[src/rtl/strobe_arbiter.sv]
// rtl/strobe_arbiter.sv - round-robin arbiter feeding one strobe-based clock-crossing channel
// Optional macro STROBE_ACK_EN adds toggle-ack flow control from the destination domain.
module strobe_arbiter #(
  parameter int NREQ  = 4,
  parameter int WIDTH = 8,
  parameter int IDW   = 2,
  parameter int GAP   = 8
) (
  input  logic                  clk,
  input  logic                  reset_n,
  input  logic [NREQ-1:0]       req_valid,
  output logic [NREQ-1:0]       req_ready,
  input  logic [NREQ*WIDTH-1:0] req_data,
  output logic                  xfer_strobe,
  output logic [WIDTH+IDW-1:0]  xfer_data,
  output logic                  busy,
  input  logic                  ack_in
);

  localparam logic [1:0] S_IDLE  = 2'd0;
  localparam logic [1:0] S_ISSUE = 2'd1;
  localparam logic [1:0] S_HOLD  = 2'd2;

  localparam int            CW        = $clog2(GAP + 1);
  localparam logic [CW-1:0] HOLD_LOAD = CW'(GAP - 2);

  logic [1:0]     state;
  logic [IDW-1:0] rr_ptr;
  logic [CW-1:0]  hold_cnt;
  logic           any_valid;
  logic [IDW-1:0] winner;
  logic           ack_ok;

  // First valid requester at or after rr_ptr, wrapping at NREQ.
  always_comb begin
    int             idx;
    logic [IDW-1:0] idx_l;
    idx       = 0;
    idx_l     = '0;
    any_valid = 1'b0;
    winner    = '0;
    for (int k = 0; k < NREQ; k++) begin
      idx   = (int'(rr_ptr) + k) % NREQ;
      idx_l = IDW'(idx);
      if (!any_valid && req_valid[idx_l]) begin
        any_valid = 1'b1;
        winner    = idx_l;
      end
    end
  end

  always_comb begin
    req_ready = '0;
    if (reset_n && state == S_IDLE && any_valid) req_ready[winner] = 1'b1;
  end

`ifdef STROBE_ACK_EN
  logic ack_sync1;
  logic ack_sync2;
  logic exp_par;

  always_ff @(posedge clk or negedge reset_n) begin
    if (!reset_n) begin
      ack_sync1 <= 1'b0;
      ack_sync2 <= 1'b0;
      exp_par   <= 1'b0;
    end else begin
      ack_sync1 <= ack_in;
      ack_sync2 <= ack_sync1;
      if (state == S_ISSUE) exp_par <= ~exp_par;
    end
  end

  assign ack_ok = (ack_sync2 == exp_par);
  localparam bit SKIP_HOLD = 1'b0;
`else
  logic unused_ack;
  assign unused_ack = ack_in;
  assign ack_ok     = 1'b1;
  // With GAP==2 the ISSUE cycle alone provides the full spacing.
  localparam bit SKIP_HOLD = (GAP == 2);
`endif

  always_ff @(posedge clk or negedge reset_n) begin
    if (!reset_n) begin
      state       <= S_IDLE;
      rr_ptr      <= '0;
      xfer_strobe <= 1'b0;
      xfer_data   <= '0;
      hold_cnt    <= '0;
    end else begin
      xfer_strobe <= 1'b0;
      case (state)
        S_IDLE: begin
          if (any_valid) begin
            xfer_data   <= {winner, req_data[int'(winner)*WIDTH +: WIDTH]};
            rr_ptr      <= (int'(winner) == NREQ - 1) ? '0 : winner + 1'b1;
            xfer_strobe <= 1'b1;
            state       <= S_ISSUE;
          end
        end
        S_ISSUE: begin
          hold_cnt <= HOLD_LOAD;
          state    <= SKIP_HOLD ? S_IDLE : S_HOLD;
        end
        S_HOLD: begin
          if (hold_cnt != '0) hold_cnt <= hold_cnt - 1'b1;
          // Leaving on the count-of-one cycle keeps handshake spacing at exactly GAP.
          if (hold_cnt <= CW'(1) && ack_ok) state <= S_IDLE;
        end
        default: state <= S_IDLE;
      endcase
    end
  end

  assign busy = (state != S_IDLE);

endmodule
[config.mk]
export PLATFORM = sky130hd
export DESIGN_NAME = strobe_arbiter
export DESIGN_NICKNAME = d
export VERILOG_FILES = /design/src/rtl/strobe_arbiter.sv
export SDC_FILE = /design/constraint.sdc
export NUM_CORES = 1
export LEC_CHECK = 0
export BUFFER_PORTS_ARGS = -buffer_cell sky130_fd_sc_hd__buf_2
export CELL_PAD_IN_SITES_DETAIL_PLACEMENT = 1
export CELL_PAD_IN_SITES_GLOBAL_PLACEMENT = 2
export CORE_MARGIN = 2
export CORE_UTILIZATION = 25
export CTS_CLUSTER_SIZE = 24
export DETAILED_ROUTE_END_ITERATION = 12
export MAX_ROUTING_LAYER = met4
export PLACE_DENSITY_LB_ADDON = 0.1
export SLEW_MARGIN = 0
export SYNTH_ARGS = -nofsm -noshare
export SYNTH_HDL_FRONTEND = slang
export SYNTH_SLANG_ARGS = --single-unit
[constraint.sdc]
create_clock -name clk -period 3.3 [get_ports clk]
set_clock_uncertainty 0.1 [all_clocks]
set_input_delay 0.165 -clock clk [delete_from_list [all_inputs] [get_ports clk]]
set_output_delay 0.165 -clock clk [all_outputs]
set_load 0.02 [all_outputs]
==> results of run 1 <==
==> stage by stage <==
stage / instance area, µm² / std cells / utilization / hold slack, ns / setup WS (ns)
final: 1600 / 253 / 0.334 / 0.0933 / 0.865
after global routing: 1600 / 253 / 0.334 / 0.0908 / 0.716
after global placement: 1540 / 248 / 0.322 / 0.0655 / 1.00
after detailed placement: 1540 / 248 / 0.322 / 0.0709 / 0.960
after CTS: 1600 / 253 / 0.334 / 0.0888 / 0.784
after floorplan: 1250 / 134 / - / -0.231 / 1.52
==> worst max-delay path: stages (launching register included) <==
cell                       delay, ns
sky130_fd_sc_hd__dfrtp_1        0.48
sky130_fd_sc_hd__or3_1          0.67
sky130_fd_sc_hd__clkinv_4       0.31
sky130_fd_sc_hd__and3_2         0.29
sky130_fd_sc_hd__buf_2          0.15
==> state kept, by name (all words and copies together) (netlist names) <==
register / count
hold_cnt: 4
rr_ptr: 2
xfer_strobe: 1
state: 2
xfer_data: 10
==> worst paths after layout <==
check	from	end	slack [ns]	depth (start not counted)
worst max-delay path	state[0]	req_ready[0]	0.87	4
worst min-delay path	req_data[15]	xfer_data[7]	0.09	3
worst max register to register	state[0]	xfer_data[1]	1.18	4
worst min register to register	xfer_data[8]	xfer_data[8]	0.39	2
max in group asynchronous	reset_n	hold_cnt[1]	2.46	2
min in group asynchronous	reset_n	xfer_data[4]	0.30	2
==> metal layers <==
metal | routed length (µm) | global-route usage | vias to the layer above
met3 | 220 | 0.0361 | 2
met5 | 0 | - | -
met4 | 12 | 0.0298 | 0
met1 | 1860 | 0.196 | 597
li1 | - | - | 594
met2 | 1700 | 0.240 | 34
==> cell type report <==
class / instances / area, µm² / share of cell area
Sequential cell: 19 / 475 / 0.298
Multi-Input combinational cell: 98 / 666 / 0.417
Clock buffer: 3 / 41.3 / 0.0259
Inverter: 10 / 42.5 / 0.0266
Clock inverter: 1 / 5.00 / 0.00313
Tap cell: 67 / 83.8 / 0.0525
Timing Repair Buffer: 55 / 283 / 0.177
==> synth_stat cells, drive strengths merged <==
cell / instances / share of area
inv: 9 / 0.027
nor3b: 1 / 0.010
a22oi: 1 / 0.0060
a211o: 1 / 0.0070
nor2: 11 / 0.033
dfrtp: 19 / 0.38
nor4: 1 / 0.0050
o22ai: 8 / 0.040
mux2i: 9 / 0.072
buf: 7 / 0.055
or4: 2 / 0.012
o21ai: 10 / 0.040
a21boi: 2 / 0.012
nor3: 2 / 0.0080
a21oi: 10 / 0.040
nand2b: 2 / 0.010
nand3: 4 / 0.016
a21o: 1 / 0.0060
or3: 2 / 0.010
nand2: 14 / 0.044
ha: 3 / 0.030
a221oi: 8 / 0.096
or2: 1 / 0.0050
o31ai: 1 / 0.0060
o211a: 1 / 0.0080
and3: 3 / 0.016
clkinv: 1 / 0.0070
==> power by group through the flow <==
| stage | clock network [mW] | logic, mW | registers [mW] |
|---|---|---|---|
| after floorplan | 0 | 0.559 | 0.507 |
| after global placement | 0 | 0.794 | 0.447 |
| after detailed placement | 0 | 0.814 | 0.458 |
| after CTS | 0.177 | 0.817 | 0.453 |
| after global routing | 0.188 | 0.889 | 0.471 |
| final | 0.166 | 0.797 | 0.449 |
==> cells by family (layout without fill, tap and decap cells) <==
family | Yosys count | count (layout) | synth area share
and+or+nand+nor | 43 | 43 | 0.169
muxes | 9 | 9 | 0.0719
DFF | 19 | 19 | 0.380
buffers and inverters | 17 | 69 | 0.0889
AOI/OAI and AO/OA | 43 | 43 | 0.261
adders and majority gates | 3 | 3 | 0.0300
==> summary.txt, run 1 <==
final sum of negative setup slack - 0 ns
areal power density over the cells - 884 nW/µm²
quantity of hold-fixing buffers added after cts - 1
gr usage total - 0.151
proportion of synthesized chip area in sequential cells - 0.380
portion of total power attributed to combinational logic - 0.564
grt total ovfl - 0
std cell rows - 25
Clk pin slew, worst setup/hold paths - 0.07 ns
Final Routed Wirelength - 3800 µm
pin count of the biggest net entering global routing - 24
number of standard cells after synthesis - 134
half-perimeter wire length of the detailed placement result - 2910 µm
part of the total power dissipated in the clock network - 0.118
Worst Path Arrival - 2.17 ns
number of violations of the max-capacitance limit - 0
CTS H-Tree Depth - 1
final clock period utilization by the worst path - 0.738
overall die height - 74.8 µm
Max Slew Vio Count - 0
filler cell count - 587
mean area per synthesized cell - 9.35 µm²
switching power - 682 µW
number of antenna violations at the first check in global routing - 0
Max VDD drop - 0.398 mV
run status - finished clean
Period minus WS final - 2.43 ns
WP data required - 3.03 ns
GPL Wtd Cong - 0.779
Max clock buf depth - 2
n_diodes - 0
ANT nets after route - 0
Switching Share - 0.483
post-layout power - 1.41 mW
DR vias/cell - 4.85
die area - 5590 µm²
Resized cells post-CTS - 0
synthesized flop and latch total - 19
net total in the final layout - 229
actual slew at the worst max-slew pin - 0.774 ns
commonest non-fill, non-tap cells in the layout - 53 x sky130_fd_sc_hd__buf_2, 19 x sky130_fd_sc_hd__dfrtp_1, 13 x sky130_fd_sc_hd__nand2_1
count of distinct cell types in the synthesized netlist - 33
post-CTS setup repair buffer count - 0
number of setup violations in the final report - 0
vias in the first global route - 1270
layout-stage area growth over the synthesis result - 27.5%
internal portion of total power - 730 µW
count of final hold-check violations - 0
TritonCTS clock tree - yes
warning count from the yosys run - 0
startpoint types - flip-flop
via total after detailed routing - 1227
Hold Crit Class - in -> reg
cell area after synthesis - 1250 µm²
sequential power share - 0.318
maximum clock rate - 0.411 GHz
critical path endpoint category - output pin
critical path peak fanout - 17
CTS Root Cell - sky130_fd_sc_hd__clkbuf_8
floorplan core area - 4790 µm²
normalized max-slew margin - 0.484
I/O pin count - 55
worst setup path class - reg -> out
overall die width - 74.8 µm
number of sinks handled by clock tree synthesis - 19
share of layout cells above drive strength 1 - 0.382
Initial DRC Count - 30
Starting Density - 0.262
Mapped Nets - 176
TritonCTS buffer count - 3
setup repair after global routing missed its margin - false
wire length of the first global-routing pass - 6240 µm
number of input and output port buffers inserted - 53
most common cell after layout, fill and taps aside - sky130_fd_sc_hd__buf_2
first-pass iteration count of the detailed router - 4
clock latency on the worst-skew pair - 0.26 ns
Leakage Power - 0.813 nW
DRC violation count after routing - 0
average wire length per cell after detail routing - 15.0 µm
Power figures use the tool's default switching activity.
==> run 2: changes to the inputs <==
--- a/config.mk
+++ b/config.mk
@@ -9,7 +9,7 @@
 export CELL_PAD_IN_SITES_DETAIL_PLACEMENT = 1
 export CELL_PAD_IN_SITES_GLOBAL_PLACEMENT = 2
 export CORE_MARGIN = 2
-export CORE_UTILIZATION = 25
+export CORE_UTILIZATION = 24
 export CTS_CLUSTER_SIZE = 24
 export DETAILED_ROUTE_END_ITERATION = 12
 export MAX_ROUTING_LAYER = met4
==> constraint.sdc (replaced) <==
create_clock -name clk -period 2.21 [get_ports clk]
set_clock_uncertainty 0.1 [all_clocks]
set_input_delay 0.1105 -clock clk [delete_from_list [all_inputs] [get_ports clk]]
set_output_delay 0.1105 -clock clk [all_outputs]
set_load 0.02 [all_outputs]
==> run 2 against run 1 <==
Effect of this change: clock power rose by 47%; combinational power rose by 52%; first-iteration DRC count rose by 6.7%; via count rose by 1.1%; non-clock buffer count rose by 2; sequential cell count did not move.
==> summary.txt, run 2 (same netlist as run 1, synthesis figures left out) <==
run status - finished clean
worst setup path class - reg -> out
TritonCTS clock tree - yes
GPL Wtd Cong - 0.837 (+7.4%)
end point of the most critical hold path - xfer_data[1]
gr usage total - 0.145 (-0.00595)
FF-to-FF setup slack - 0.36 ns (-0.82 ns)
Leakage Power - 0.819 nW (+0.75%)
post-CTS setup repair buffer count - 0 (unchanged)
number of flip-flops under the largest register name - 10 (unchanged)
vias in the first global route - 1318 (+3.8%)
net total in the final layout - 231 (+0.87%)
maximum clock rate - 0.497 GHz
number of input and output port buffers inserted - 53 (unchanged)
Max Slew Vio Count - 0 (unchanged)
count of final hold-check violations - 0 (unchanged)
Starting Density - 0.247 (-0.0149)
Hold Startpoint - req_data[9]
grt total ovfl - 0 (unchanged)
Initial DRC Count - 32 (+6.7%)
post-layout power - 2.13 mW (+51%)
normalized max-slew margin - 0.680 (+0.196)
largest registers - xfer_data (10), hold_cnt (4)
Max clock buf depth - 2 (unchanged)
via total after detailed routing - 1240 (+1.1%)
share of layout cells above drive strength 1 - 0.394 (+0.0119)
depth of the most critical reg-to-reg path - 7 (+3)
number of sinks handled by clock tree synthesis - 19 (unchanged)
most common cell after layout, fill and taps aside - sky130_fd_sc_hd__buf_2
clock latency on the worst-skew pair - 0.25 ns (about the same)
startpoint types - flip-flop
final clock period utilization by the worst path - 0.910
number of violations of the max-capacitance limit - 0 (unchanged)
critical path endpoint category - output pin
actual slew at the worst max-slew pin - 0.480 ns (-0.294 ns)
TritonCTS buffer count - 3 (unchanged)
number of setup violations in the final report - 0 (unchanged)
Hold Crit Class - in -> reg
DR vias/cell - 4.81 (-0.90%)
n_diodes - 0 (unchanged)
average wire length per cell after detail routing - 15.2 µm (+1.3%)
DRC violation count after routing - 0 (unchanged)
Cell Area, Placed - 1560 µm² (+1.2%)
overall die width - 76.2 µm (+2.0%)
I/O pin count - 55 (unchanged)
worst hold path depth - 3 (unchanged)
overall die height - 76.2 µm (+2.0%)
Period minus WS final - 2.01 ns
CTS H-Tree Depth - 1 (unchanged)
die area - 5810 µm² (+3.9%)
setup repair after global routing missed its margin - false
Clk pin slew, worst setup/hold paths - 0.07 ns (about the same)
critical path peak fanout - 9 (-8)
areal power density over the cells - 1320 nW/µm² (+49%)
Max VDD drop - 0.439 mV (+10%)
wire length of the first global-routing pass - 6640 µm (+6.5%)
pin count of the biggest net entering global routing - 18 (-25%)
std cell rows - 26 (+4.0%)
Critical R2R Capture - rr_ptr[0]
Worst Path Arrival - 1.80 ns (-0.37 ns)
final sum of negative setup slack - 0 ns (unchanged)
Final Routed Wirelength - 3920 µm (+3.3%)
half-perimeter wire length of the detailed placement result - 3120 µm (+6.9%)
cell area after layout - 1620 µm² (+1.5%)
layout-stage area growth over the synthesis result - 29.4%
commonest non-fill, non-tap cells in the layout - 53 x sky130_fd_sc_hd__buf_2, 19 x sky130_fd_sc_hd__dfrtp_1, 13 x sky130_fd_sc_hd__nand2_1
WP data required - 2.00 ns (-1.03 ns)
CTS Root Cell - sky130_fd_sc_hd__clkbuf_8
number of antenna violations at the first check in global routing - 0 (unchanged)
floorplan core area - 5070 µm² (+6.0%)
number of cells after detailed placement - 253 (+2.0%)
first-pass iteration count of the detailed router - 4 (unchanged)
startpoint of the lowest-slack register-to-register path - rr_ptr[1]
ANT nets after route - 0 (unchanged)
largest register by flop count - xfer_data
count of placed standard cells in the final layout, fillers left out - 258 (+2.0%)
[run 2: repair_timing]
action,in CTS,in global routing
endpoints found under the hold margin,19,0
gates resized for setup,0,2
hold buffers,1,0
endpoints found under the setup margin,0,4
[run 2: per-layer routing]
layer  share of wire  up-vias  global-route usage
met1            0.45      616               0.178
met3           0.035        2              0.0296
met2            0.51       25               0.248
met4          0.0043        0              0.0273
li1                -      597                   -
met5               0        -                   -
[run 2: critical path, stage by stage (launching register included)]
cell	delay, ns
sky130_fd_sc_hd__dfrtp_1	0.50
sky130_fd_sc_hd__a21oi_1	0.16
sky130_fd_sc_hd__o21ai_0	0.08
sky130_fd_sc_hd__a21oi_1	0.29
sky130_fd_sc_hd__ha_1	0.22
sky130_fd_sc_hd__and3_1	0.14
sky130_fd_sc_hd__buf_2	0.16
[run 2: final cells by class]
type	count	area, µm²
fill	627	3450
multi-input combinational	98	672
sequential	19	475
timing repair buffer	57	298
tap	70	87.6
clock buffer	4	45.0
inverter	10	42.5
[run 2: worst max path at each step]
stage / from / endpoint / slack, ns / depth (start not counted)
finish: rr_ptr[1] / req_ready[3] / 0.20 / 6
global route: rr_ptr[1] / req_ready[3] / 0.03 / 6
global placement: req_valid[2] / xfer_data[2] / 0.27 / 6
detailed placement: req_valid[2] / xfer_data[0] / 0.26 / 6
floorplan: rr_ptr[1] / rr_ptr[0] / 0.43 / 9
CTS: state[0] / req_ready[2] / 0.03 / 5
[run 2: per-stage QoR]
step / hold WS [ns] / utilization / setup slack, ns
after floorplan: -0.285 / - / 0.432
after CTS: 0.0360 / 0.318 / 0.0286
after detailed placement: -0.135 / 0.307 / 0.256
after global placement: -0.137 / 0.307 / 0.266
final: 0.0427 / 0.319 / 0.199
after global routing: 0.0487 / 0.319 / 0.0304
[run 2: power by group]
part           switching, mW  internal, mW
registers              0.160         0.520
clock network          0.116         0.128
logic                  0.743         0.467
total                   1.02          1.11
==> run 3: changes to the inputs <==
--- a/config.mk
+++ b/config.mk
@@ -9,7 +9,8 @@
 export CELL_PAD_IN_SITES_DETAIL_PLACEMENT = 1
 export CELL_PAD_IN_SITES_GLOBAL_PLACEMENT = 2
 export CORE_MARGIN = 2
-export CORE_UTILIZATION = 24
+export CORE_UTILIZATION = 25
+export CTS_BUF_LIST = sky130_fd_sc_hd__clkbuf_2 sky130_fd_sc_hd__clkbuf_4 sky130_fd_sc_hd__clkbuf_8
 export CTS_CLUSTER_SIZE = 24
 export DETAILED_ROUTE_END_ITERATION = 12
 export MAX_ROUTING_LAYER = met4
==> run 3 against run 2 <==
Effect of this change: total power barely moved; global-route usage up 0.73 points; wire length rose by 0.36%; critical path type unchanged; largest cell class unchanged; highest routed layer unchanged.
==> summary.txt, run 3 (same netlist as run 1, synthesis figures left out) <==
clock latency on the worst-skew pair - 0.26 ns (about the same)
share of layout cells above drive strength 1 - 0.394 (unchanged)
Max clock buf depth - 2 (unchanged)
gr usage total - 0.152 (+0.00726)
Worst Setup Slack, final - 0.160 ns (-0.0397 ns)
critical path endpoint category - output pin
cell area after layout - 1610 µm² (-0.46%)
vias in the first global route - 1281 (-2.8%)
average wire length per cell after detail routing - 15.4 µm (+1.5%)
startpoint types - flip-flop
number of flip-flops under the largest register name - 10 (unchanged)
layout-stage area growth over the synthesis result - 28.8%
pin count of the biggest net entering global routing - 18 (unchanged)
number of violations of the max-capacitance limit - 0 (unchanged)
Final Routed Wirelength - 3930 µm (+0.36%)
areal power density over the cells - 1320 nW/µm² (+0.40%)
largest register by flop count - xfer_data
normalized max-slew margin - 0.674 (-0.00582)
GPL Wtd Cong - 0.805 (-3.8%)
Max VDD drop - 0.497 mV (+13%)
CTS H-Tree Depth - 1 (unchanged)
post-layout power - 2.13 mW (about the same)
CTS Root Cell - sky130_fd_sc_hd__clkbuf_8
number of input and output port buffers inserted - 53 (unchanged)
TritonCTS buffer count - 3 (unchanged)
Clk pin slew, worst setup/hold paths - 0.08 ns (about the same)
Leakage Power - 0.822 nW (+0.27%)
number of cells after detailed placement - 250 (-1.2%)
number of sinks handled by clock tree synthesis - 19 (unchanged)
die area - 5590 µm² (-3.8%)
number of antenna violations at the first check in global routing - 0 (unchanged)
Worst Path Arrival - 1.84 ns (+0.04 ns)
I/O pin count - 55 (unchanged)
count of placed standard cells in the final layout, fillers left out - 255 (-1.2%)
DRC violation count after routing - 0 (unchanged)
pre-CTS setup slack - 0.389 ns (+0.133 ns)
via total after detailed routing - 1226 (-1.1%)
setup repair after global routing missed its margin - false
net total in the final layout - 231 (unchanged)
overall die width - 74.8 µm (-1.9%)
wire length of the first global-routing pass - 6190 µm (-6.8%)
final sum of negative setup slack - 0 ns (unchanged)
core occupancy in the finished layout - 0.337 (+0.0177)
std cell rows - 25 (-3.8%)
floorplan core area - 4790 µm² (-5.7%)
final clock period utilization by the worst path - 0.928 (+0.0180)
ANT nets after route - 0 (unchanged)
Starting Density - 0.262 (+0.0149)
n_diodes - 0 (unchanged)
critical path peak fanout - 9 (unchanged)
Period minus WS final - 2.05 ns (+0.0397 ns)
actual slew at the worst max-slew pin - 0.488 ns (+0.00874 ns)
Cell Area, Placed - 1560 µm² (-0.24%)
commonest non-fill, non-tap cells in the layout - 53 x sky130_fd_sc_hd__buf_2, 19 x sky130_fd_sc_hd__dfrtp_1, 13 x sky130_fd_sc_hd__nand2_1
DR vias/cell - 4.81 (about the same)
most common cell after layout, fill and taps aside - sky130_fd_sc_hd__buf_2
Max Slew Vio Count - 0 (unchanged)
overall die height - 74.8 µm (-1.9%)
worst setup path class - reg -> out
WP data required - 2.00 ns (about the same)
Hold Slack - 0.0396 ns (-0.00307 ns)
Initial DRC Count - 44 (+38%)
count of final hold-check violations - 0 (unchanged)
grt total ovfl - 0 (unchanged)
number of setup violations in the final report - 0 (unchanged)
Hold Crit Class - in -> reg
first-pass iteration count of the detailed router - 4 (unchanged)
maximum clock rate - 0.488 GHz (-1.9%)
run status - finished clean
half-perimeter wire length of the detailed placement result - 3030 µm (-2.8%)
TritonCTS clock tree - yes
post-CTS setup repair buffer count - 0 (unchanged)
largest registers - xfer_data (10), hold_cnt (4)
run 3: cell types whose count changed in the layout (fill, tap and decap cells not counted):
cell / change
sky130_fd_sc_hd__clkbuf_1: -1
sky130_fd_sc_hd__clkinv_2: +1
sky130_fd_sc_hd__or3_4: -1
sky130_fd_sc_hd__or3_1: +1
run 3: layout make-up:
type	instances	area, µm²
Timing Repair Buffer	57	298
Inverter	10	42.5
Tap cell	67	83.8
Multi-Input combinational cell	98	667
Clock inverter	1	5.00
Fill cell	583	3170
Clock buffer	3	41.3
Sequential cell	19	475
run 3: timing repair:
action	in CTS	in global routing
gates resized for setup	0	1
setup endpoints to repair	0	1
hold buffers	1	0
endpoints found under the hold margin	19	0
run 3: path summary, 6_finish.rpt:
kind,startpoint,endpoint,slack (ns),depth (start not counted)
max in group asynchronous,reset_n,state[1],1.42,3
min in group asynchronous,reset_n,xfer_data[4],0.13,2
worst min-delay path,req_data[12],xfer_data[4],0.04,3
worst max-delay path,rr_ptr[1],req_ready[3],0.16,6
worst max register to register,rr_ptr[1],rr_ptr[0],0.39,7
worst min register to register,xfer_data[9],xfer_data[9],0.38,2
run 3: power breakdown:
part           total, mW  internal [mW]  leakage [nW]  switching [mW]
logic               1.21          0.458         0.573           0.749
clock network      0.258          0.126        0.0255           0.132
registers          0.668          0.519         0.223           0.150
total               2.13           1.10         0.822            1.03
run 3: critical path, cell delays in order, from the launching register on:
cell                      delay, ns
sky130_fd_sc_hd__dfrtp_1       0.49
sky130_fd_sc_hd__a21oi_1       0.17
sky130_fd_sc_hd__o21ai_0       0.08
sky130_fd_sc_hd__a21oi_1       0.29
sky130_fd_sc_hd__ha_1          0.24
sky130_fd_sc_hd__and3_1        0.16
sky130_fd_sc_hd__buf_2         0.16
run 3: per-layer routing:
layer	vias to the layer above	global-route usage	part of all wire
li1	596	-	-
met1	596	0.196	0.49
met2	32	0.249	0.46
met3	2	0.0228	0.051
met4	0	0.0417	0.0043
met5	-	-	0
